[config.mk]
export PLATFORM = sky130hd
export DESIGN_NAME = oh_regpipe
export DESIGN_NICKNAME = d
export VERILOG_FILES = /design/src/rtl/oh_regpipe.sv
export SDC_FILE = /design/constraint.sdc
export NUM_CORES = 1
export LEC_CHECK = 0
export CELL_PAD_IN_SITES_DETAIL_PLACEMENT = 0
export CELL_PAD_IN_SITES_GLOBAL_PLACEMENT = 2
export CORE_MARGIN = 4
export CORE_UTILIZATION = 30
export CTS_CLUSTER_DIAMETER = 100
export DETAILED_ROUTE_END_ITERATION = 16
export HOLD_SLACK_MARGIN = 0.12
export PLACE_DENSITY_LB_ADDON = 0.08
export SLEW_MARGIN = 25
export SYNTH_ARGS = -nofsm -noshare
export SYNTH_HDL_FRONTEND = slang
export SYNTH_SLANG_ARGS = --single-unit
[constraint.sdc]
create_clock -name clk -period 15.25 [get_ports clk]
set_clock_uncertainty 0.05 [all_clocks]
set_input_delay 3.8125 -clock clk [delete_from_list [all_inputs] [get_ports clk]]
set_output_delay 3.8125 -clock clk [all_outputs]
set_load 0.02 [all_outputs]
[src/rtl/oh_regpipe.sv]
// Elastic valid/ready register pipeline: DEPTH stages, each a stall register
// or (REGREADY=1) a two-entry skid buffer that cuts the ready path at every stage.
module oh_regpipe #(
    parameter int DW       = 32,
    parameter int DEPTH    = 2,
    parameter bit REGREADY = 1'b1
) (
    input  logic          clk,
    input  logic          reset,
    input  logic          clear,
    input  logic          in_valid,
    input  logic [DW-1:0] in_data,
    output logic          in_ready,
    output logic          out_valid,
    output logic [DW-1:0] out_data,
    input  logic          out_ready,
    output logic          busy
);

    generate
        if (DEPTH == 0) begin : g_bypass
            assign out_valid = in_valid;
            assign out_data  = in_data;
            assign in_ready  = out_ready;
            assign busy      = 1'b0;
        end else begin : g_pipe
            logic          flush;
            logic [DEPTH-1:0] main_v;
            logic [DEPTH-1:0] skid_v;
            logic [DW-1:0] main_d [DEPTH];
            logic [DW-1:0] skid_d [DEPTH];
            logic [DEPTH:0]   rdy;
            logic [DEPTH-1:0] up_v;
            logic [DW-1:0] up_d [DEPTH];
            logic [DEPTH-1:0] take;
            logic [DEPTH-1:0] drain;

            assign flush = reset | clear;

            // rdy[k] is the ready seen by the producer feeding stage k; rdy[DEPTH] is the sink.
            always_comb begin
                rdy  = '0;
                up_v = '0;
                for (int k = 0; k < DEPTH; k++) begin
                    up_d[k] = '0;
                end
                rdy[DEPTH] = out_ready;
                for (int k = DEPTH - 1; k >= 0; k--) begin
                    if (REGREADY) begin
                        rdy[k] = !skid_v[k];
                    end else begin
                        rdy[k] = !main_v[k] | rdy[k+1];
                    end
                end
                up_v[0] = in_valid & !flush;
                up_d[0] = in_data;
                for (int k = 1; k < DEPTH; k++) begin
                    up_v[k] = main_v[k-1];
                    up_d[k] = main_d[k-1];
                end
                take  = up_v & rdy[DEPTH-1:0];
                drain = ~main_v | rdy[DEPTH:1];
            end

            // Main register always presents the oldest entry; skid only catches a word
            // that arrived while main was stuck, and refills main as soon as it drains.
            always_ff @(posedge clk) begin
                if (reset) begin
                    main_v <= '0;
                    skid_v <= '0;
                    for (int k = 0; k < DEPTH; k++) begin
                        main_d[k] <= '0;
                        skid_d[k] <= '0;
                    end
                end else if (clear) begin
                    main_v <= '0;
                    skid_v <= '0;
                end else begin
                    for (int k = 0; k < DEPTH; k++) begin
                        if (drain[k]) begin
                            if (skid_v[k]) begin
                                main_v[k] <= 1'b1;
                                main_d[k] <= skid_d[k];
                                skid_v[k] <= 1'b0;
                            end else begin
                                main_v[k] <= take[k];
                                if (take[k]) begin
                                    main_d[k] <= up_d[k];
                                end
                            end
                        end else if (REGREADY && take[k]) begin
                            skid_v[k] <= 1'b1;
                            skid_d[k] <= up_d[k];
                        end
                    end
                end
            end

            assign in_ready  = rdy[0] & !flush;
            assign out_valid = main_v[DEPTH-1] & !reset;
            assign out_data  = reset ? '0 : main_d[DEPTH-1];
            assign busy      = (|main_v) | (|skid_v);
        end
    endgenerate

endmodule
# [Word-level counts from Yosys, hierarchy flattened]
# Memory sizes are Yosys's and may differ from the RTL's.
# Cells that the tools add are included.
[word_totals] reg_bits=4 mem_bits_rw=128 input_bits=37 memories=2 word_cells=70 output_inout_bits=35
[mem_list] memory="g_pipe.main_d" words=2 word_bits=32 rd=2 rd_ports_with_merged_regs=0 write_ports=2 line_no="30" text="logic [DW-1:0] main_d [DEPTH];"
[mem_list] memory="g_pipe.skid_d" words=2 word_bits=32 rd=2 rd_ports_with_merged_regs=0 write_ports=2 line_no="31" text="logic [DW-1:0] skid_d [DEPTH];"
[op_classes] bitwise_logic=14 muxes=41 reduce_logical=9
[ops] op="$mux 32" n=7
[ops] op="$mux 1" n=34
[ops] op="$or 1x1->1" n=8
[ops] op="$reduce_or 2->1" n=3
[ops] op="$reduce_or 3->1" n=2
[ops] op="$logic_not 1->1" n=4
[ops] op="$and 1x1->1" n=3
[ops] op="$and 2x2->2" n=1
[ops] op="$not 2->2" n=1
[ops] op="$or 2x2->2" n=1

# [Logic depth before layout (Yosys ltp)]
# Gate-level depths: netlist (run 1).
[logic_depth] depth_word=11 depth_mapped=6 depth_no_buf=3

# [Least setup slack after synthesis (run 1)]
# No wires, ideal clock.
[synth_timing] path_type="in2out" start="in reset" end="out in_ready" t_arrival_ns=4.923 setup_slack_ns=6.465 n_path_buf=3 required_time_ns=11.388 cell_stages=5 path_cell_list="clkbuf_2 -> or2_1 -> clkbuf_1 -> buf_2 -> nor2_1"
[synth_between] elab_chain_cells=3
[synth_lines] element="start: declaration" line_no="9" text="input logic reset,"
[synth_lines] element="$or 1x1->1" line_no="38" text="assign flush = reset | clear;"
[synth_lines] element="$logic_not 1->1" line_no="99" text="assign in_ready = rdy[0] & !flush;"
[synth_lines] element="$and 1x1->1" line_no="99"
[synth_lines] element="end: declaration" line_no="13" text="output logic in_ready,"
# No other way between the ends.

# [Worst setup path after layout (run 1)]
[layout_timing] start="in clear" end="out in_ready"
[layout_between] elab_chain_cells=3
[layout_lines] element="start: declaration" line_no="10" text="input logic clear,"
[layout_lines] element="$or 1x1->1" line_no="38"
[layout_lines] element="$logic_not 1->1" line_no="99"
[layout_lines] element="$and 1x1->1" line_no="99"
# No other way between the ends.

==> impl_results.md, run 1 <==
* Vias in the first global route at 3737
* RSZ-0062 raised after global routing: false
* Asr flop ratio synth at 0%
* LEAKAGE at 2.45 nW
* Largest net degree at the start of global routing at 40
* Wire length of the first global-routing pass at 22400 um
* Yosys warns at 0
* Starting DRT DRC Count at 389
* Wirelength per Cell at 18.0 um
* Initial antenna violation count at 0
* Maxcap violations at 0
* Final HPWL DP at 8560 um
* Synth Register Bits at 132
* WP data arrival at 5490 ps
* Residual DRC at 0
* Num Clock Sinks at 132
* Combinational share of power at 6.7%
* Port Buf Inserts at 71
* Fin Setup TNS at 0 ps
* CTS Buf Count at 17
* Post-synth top area cell: edfxtp_1
* Final core utilization at 38.5%
* CP Capture Type: output pin
* Predominant post-synthesis flop cell: edfxtp_1
* Synth-to-Final Area Change at 26.3%
* Compound-Gate Fraction of Synth Area at 15.5%
* Most common library cells after synthesis: edfxtp_1, and2_1, o31ai_1, a21oi_1, nor2b_1
* Diodes inserted at 0
* Final period util at 61.3%
* I/O pin count at 72
* Max_slew headroom at 46.5%
* Clock root buffer: clkbuf_16
* Main combinational cell family by area after synthesis: compound AO/OA/AOI/OAI gates
* Post-Route WL at 14300 um
* VDD IR max at 0.0744 mV
* Synth top area cells: edfxtp_1, and2_1, o2bb2ai_1
* Final #Nets at 556
* Post-synthesis sequential area ratio at 66.3%
* CTS max path bufs at 2
* Syn_area_per_cell at 12.8 sq um
* Switching part of the total power at 21.1%
* Adder-Cell Fraction of Synth Area at 0%
* EDFF count, synth at 128
* Chip width at 148 um
* Data required, critical path at 11390 ps
* Total internal power at 0.000675 W
* CTS resizes at 0
* Hold buffer count at CTS at 0
* Most common cell in the netlist: edfxtp_1
* Die area at 0.0220 sq mm
* Slew @ Worst Pin at 802 ps
* Hold Vio Cnt, Final at 0
* Worst skew pair latency at 410 ps
* Number of H-tree levels at 4
* Critical Path Source Type: input port
* Proportion of synthesized area in mux cells at 0%
* CTS clk-pin slew, worst paths at 60 ps
* Gr usage total at 13.4%
* Crit-path max FO at 7
* Sequential cell fraction of total power at 49.1%
* Fmax at 107 MHz
* Synth unique cells at 25
* Via density per instance at 4.79
* Post-Synthesis Cells at 461
* Clock power frac at 44.2%
* Initial Utilization at 30.5%
* GPL Wtd Cong at 0.677
* Tmin final at 9350 ps
* Core area at 0.0194 sq mm
* Std cell rows at 51
* Fraction of layout cells with a size suffix above 1 at 9.04%
* Synth top area share at 65.0%
* Status: complete, no violations
* Slew Viols, Final at 0
* Post-synthesis net count at 498
* XOR/XNOR Fraction of Synth Area at 0%
* Drt pass-1 iters at 5
* Switching Power at 0.000181 W
* GRT Residual Overflow at 0
* Simple logic cell fraction of the synthesized area at 14.8%
* Fillers at 1916
* Worst setup path class: in2out
* Via count at 3811
* Mapped Area at 0.00591 sq mm
* CTS tree: built
* # setup viols final at 0
* Antenna viol nets, final at 0
* Post-CTS Setup Inserts at 0
* Die Y at 148 um
* Worst hold path class: reg2reg
* PwrDens at 115 mW/mm^2
## final cells by class
cell class                      count  area (sq um)  area share (%)
Sequential cell                   132          3920            52.5
Inverter                            1          3.75          0.0503
Clock inverter                      7          82.6            1.11
Multi-Input combinational cell    282          1860            24.8
Clock buffer                       24           452            6.05
Timing Repair Buffer               85           820            11.0
Tap cell                          265           332            4.44
## per-stage QoR
| stage | hold WS, ps | power, W | setup WS [ps] | cells | instance area, sq um |
|---|---|---|---|---|---|
| 2_1_floorplan | 469 | 0.000455 | 6460 | 461 | 5910 |
| 4_1_cts | 502 | 0.000866 | 5890 | 796 | 7470 |
| 5_1_grt | 521 | 0.000892 | 5850 | 796 | 7470 |
| 3_5_place_dp | 490 | 0.000486 | 5900 | 765 | 6930 |
| 6_report | 495 | 0.000856 | 5900 | 796 | 7470 |
| 3_3_place_gp | 492 | 0.000486 | 5890 | 764 | 6920 |
## critical path, stage by stage
cell and delay (ps):
clkdlybuf4s50_1 630, or2_1 340, nor2_1 90, clkdlybuf4s50_1 610
## final timing paths
check	startpoint	end	slack, ps	cells past startpoint
max	clear	in_ready	5900	4
min	g_pipe.main_d[0][19]$_SDFFCE_PP0P_	g_pipe.skid_d[0][51]$_SDFFCE_PN0P_	490	1
max reg2reg	g_pipe.skid_v[0]$_SDFFE_PP0N_	g_pipe.skid_d[0][39]$_SDFFCE_PN0P_	12510	4
min reg2reg	g_pipe.main_d[0][19]$_SDFFCE_PP0P_	g_pipe.skid_d[0][51]$_SDFFCE_PN0P_	490	1
## per-layer routing
metal  up-vias  share of wire [%]  GRT usage [%]
li1       1848                  -              -
met1      1853                 53           21.3
met2        93                 41           17.2
met3        17                4.3           3.78
met4         0                1.7           4.48
met5         -                  0              0
## power groups by stage
stage	Sequential [W]	Clock, W	Combinational [W]
after floorplan	0.000426	0	0.0000290
after global placement	0.000428	0	0.0000579
after detailed placement	0.000428	0	0.0000583
after CTS	0.000421	0.000387	0.0000585
after global routing	0.000422	0.000408	0.0000624
final	0.000420	0.000379	0.0000573
## logic make-up (layout without fill, tap and decap cells)
| kind of cell | after synthesis | in the layout |
|---|---|---|
| and+or+nand+nor | 146 | 146 |
| AOI/OAI and AO/OA | 136 | 136 |
| DFF | 132 | 132 |
| buffers and inverters | 47 | 117 |
## layout by cell type (no fill, tap or decap), drive strengths merged
master,synthesis,layout
a21oi,34,34
and2,65,65
buf,13,14
bufinv,0,2
clkbuf,33,24
clkdlybuf4s50,0,71
clkinv,0,5
dfxtp,4,4
edfxtp,128,128
inv,1,1
nand2,2,2
nand2b,2,2
nand3,32,32
nor2,4,4
nor2b,34,34
nor3,3,3
nor4b,1,1
o21ai,33,33
o2bb2ai,32,32
o31ai,35,35
o32a,1,1
o32ai,1,1
or2,1,1
or3b,1,1
or4b,1,1
## registers in the layout, indices dropped and copies added, names as in the netlist
name	cells
g_pipe.skid_d	64
g_pipe.skid_v	2
g_pipe.main_d	64
g_pipe.main_v	2
(Power assumes the default switching activity.)
==> run 2: changes to the inputs <==
- clock period: 15.25 -> 9.6 ns (I/O delays scaled with it)
==> impl_results.md, run 2 (synthesized netlist as in run 1, its figures left out) <==
* Antenna viol nets, final at 0
* Via count at 3858
* Most frequent cells in the layout: edfxtp_1, clkdlybuf4s50_1, and2_1
* Core area at 0.0194 sq mm
* Starting DRT DRC Count at 336
* # setup viols final at 0
* CTS clk-pin slew, worst paths at 60 ps
* Crit-path max FO at 7
* Wirelength per Cell at 17.9 um
* Via density per instance at 4.84
* Diodes inserted at 0
* LEAKAGE at 2.48 nW
* CTS max path bufs at 2
* Clock root buffer: clkbuf_16
* Initial antenna violation count at 0
* Placed insts at 765
* Fillers at 1910
* Num Clock Sinks at 132
* Vias in the first global route at 3738
* Final std cells w/o fill at 797
* Maxcap violations at 0
* Die Y at 148 um
* CTS Buf Count at 17
* Pre-CTS WS at 3060 ps
* Hold Vio Cnt, Final at 0
* Data required, critical path at 7150 ps
* GRT Residual Overflow at 0
* Final HPWL DP at 8550 um
* Setup ws final at 3070 ps
* Wire length of the first global-routing pass at 22600 um
* Slew @ Worst Pin at 800 ps
* RSZ-0062 raised after global routing: false
* Post-CTS Setup Inserts at 0
* Worst hold path class: reg2reg
* Gr usage total at 13.4%
* Status: complete, no violations
* Residual DRC at 0
* Tmin final at 6530 ps
* Final period util at 68.0%
* Port Buf Inserts at 71
* Worst skew pair latency at 410 ps
* Design Power at 0.00142 W
* Initial Utilization at 30.5%
* Biggest regs: g_pipe.main_d: 64 flops, g_pipe.skid_d: 64 flops
* Largest net degree at the start of global routing at 40
* Chip width at 148 um
* Critical Path Source Type: input port
* PwrDens at 189 mW/mm^2
* GPL Wtd Cong at 0.678
* Post-Route WL at 14300 um
* Die area at 0.0220 sq mm
* Fraction of layout cells with a size suffix above 1 at 9.59%
* CP Capture Type: output pin
* Synth-to-Final Area Change at 27.3%
* CTS tree: built
* Max_slew headroom at 46.7%
* I/O pin count at 72
* Drt pass-1 iters at 7
* Final #Nets at 556
* Worst setup path class: in2out
* Final core utilization at 38.8%
* Leading cell type in the layout, fill and taps excluded: edfxtp_1
* Number of H-tree levels at 4
* VDD IR max at 0.113 mV
* Hold buffer count at CTS at 0
* Fmax at 153 MHz
* WP data arrival at 4080 ps
* Slew Viols, Final at 0
* Std cell rows at 51
* Fin Setup TNS at 0 ps
* CTS resizes at 0
run 2: cell count changes in the layout (fill, tap and decap cells not counted), sizes merged:
cell	before	now
bufinv	2	4
clkinv	5	7
clkinvlp	0	2
clkbuf	24	19
run 2: cell type report:
type / count / area [sq um] / share of cell area [%]
inverter: 1 / 3.75 / 0.0498
sequential: 132 / 3920 / 52.1
tap: 265 / 332 / 4.40
clock buffer: 19 / 433 / 5.75
clock inverter: 13 / 164 / 2.18
timing repair buffer: 85 / 820 / 10.9
multi-input combinational: 282 / 1860 / 24.6
run 2: report_power, final:
group | internal (W) | leakage, nW | total, W | switching, W
combinational | 0.0000377 | 0.823 | 0.0000911 | 0.0000534
sequential | 0.000658 | 1.37 | 0.000668 | 0.00000981
clock | 0.000429 | 0.284 | 0.000661 | 0.000233
run 2: worst max-delay path, cell delays in order:
cell and delay (ps):
clkdlybuf4s50_1 640, or2_1 340, nor2_1 90, clkdlybuf4s50_1 610
run 2: layer usage:
metal / GRT usage [%] / wire length, um
met5: 0 / 0
met4: 4.90 / 204
met3: 3.32 / 653
met2: 17.7 / 5900
met1: 20.9 / 7540
run 2: final timing paths:
path | from | to | slack (ps) | cells past startpoint
max | clear | in_ready | 3070 | 4
min | g_pipe.main_d[0][19]$_SDFFCE_PP0P_ | g_pipe.skid_d[0][51]$_SDFFCE_PN0P_ | 500 | 1
max reg2reg | g_pipe.skid_v[0]$_SDFFE_PP0N_ | g_pipe.skid_d[0][39]$_SDFFCE_PN0P_ | 6840 | 4
min reg2reg | g_pipe.main_d[0][19]$_SDFFCE_PP0P_ | g_pipe.skid_d[0][51]$_SDFFCE_PN0P_ | 500 | 1
run 2: metrics by stage:
step                      hold slack, ps  area [sq um]
after floorplan                      469          5910
after global placement               492          6920
after detailed placement             490          6930
after CTS                            506          7530
after global routing                 521          7530
final                                502          7530
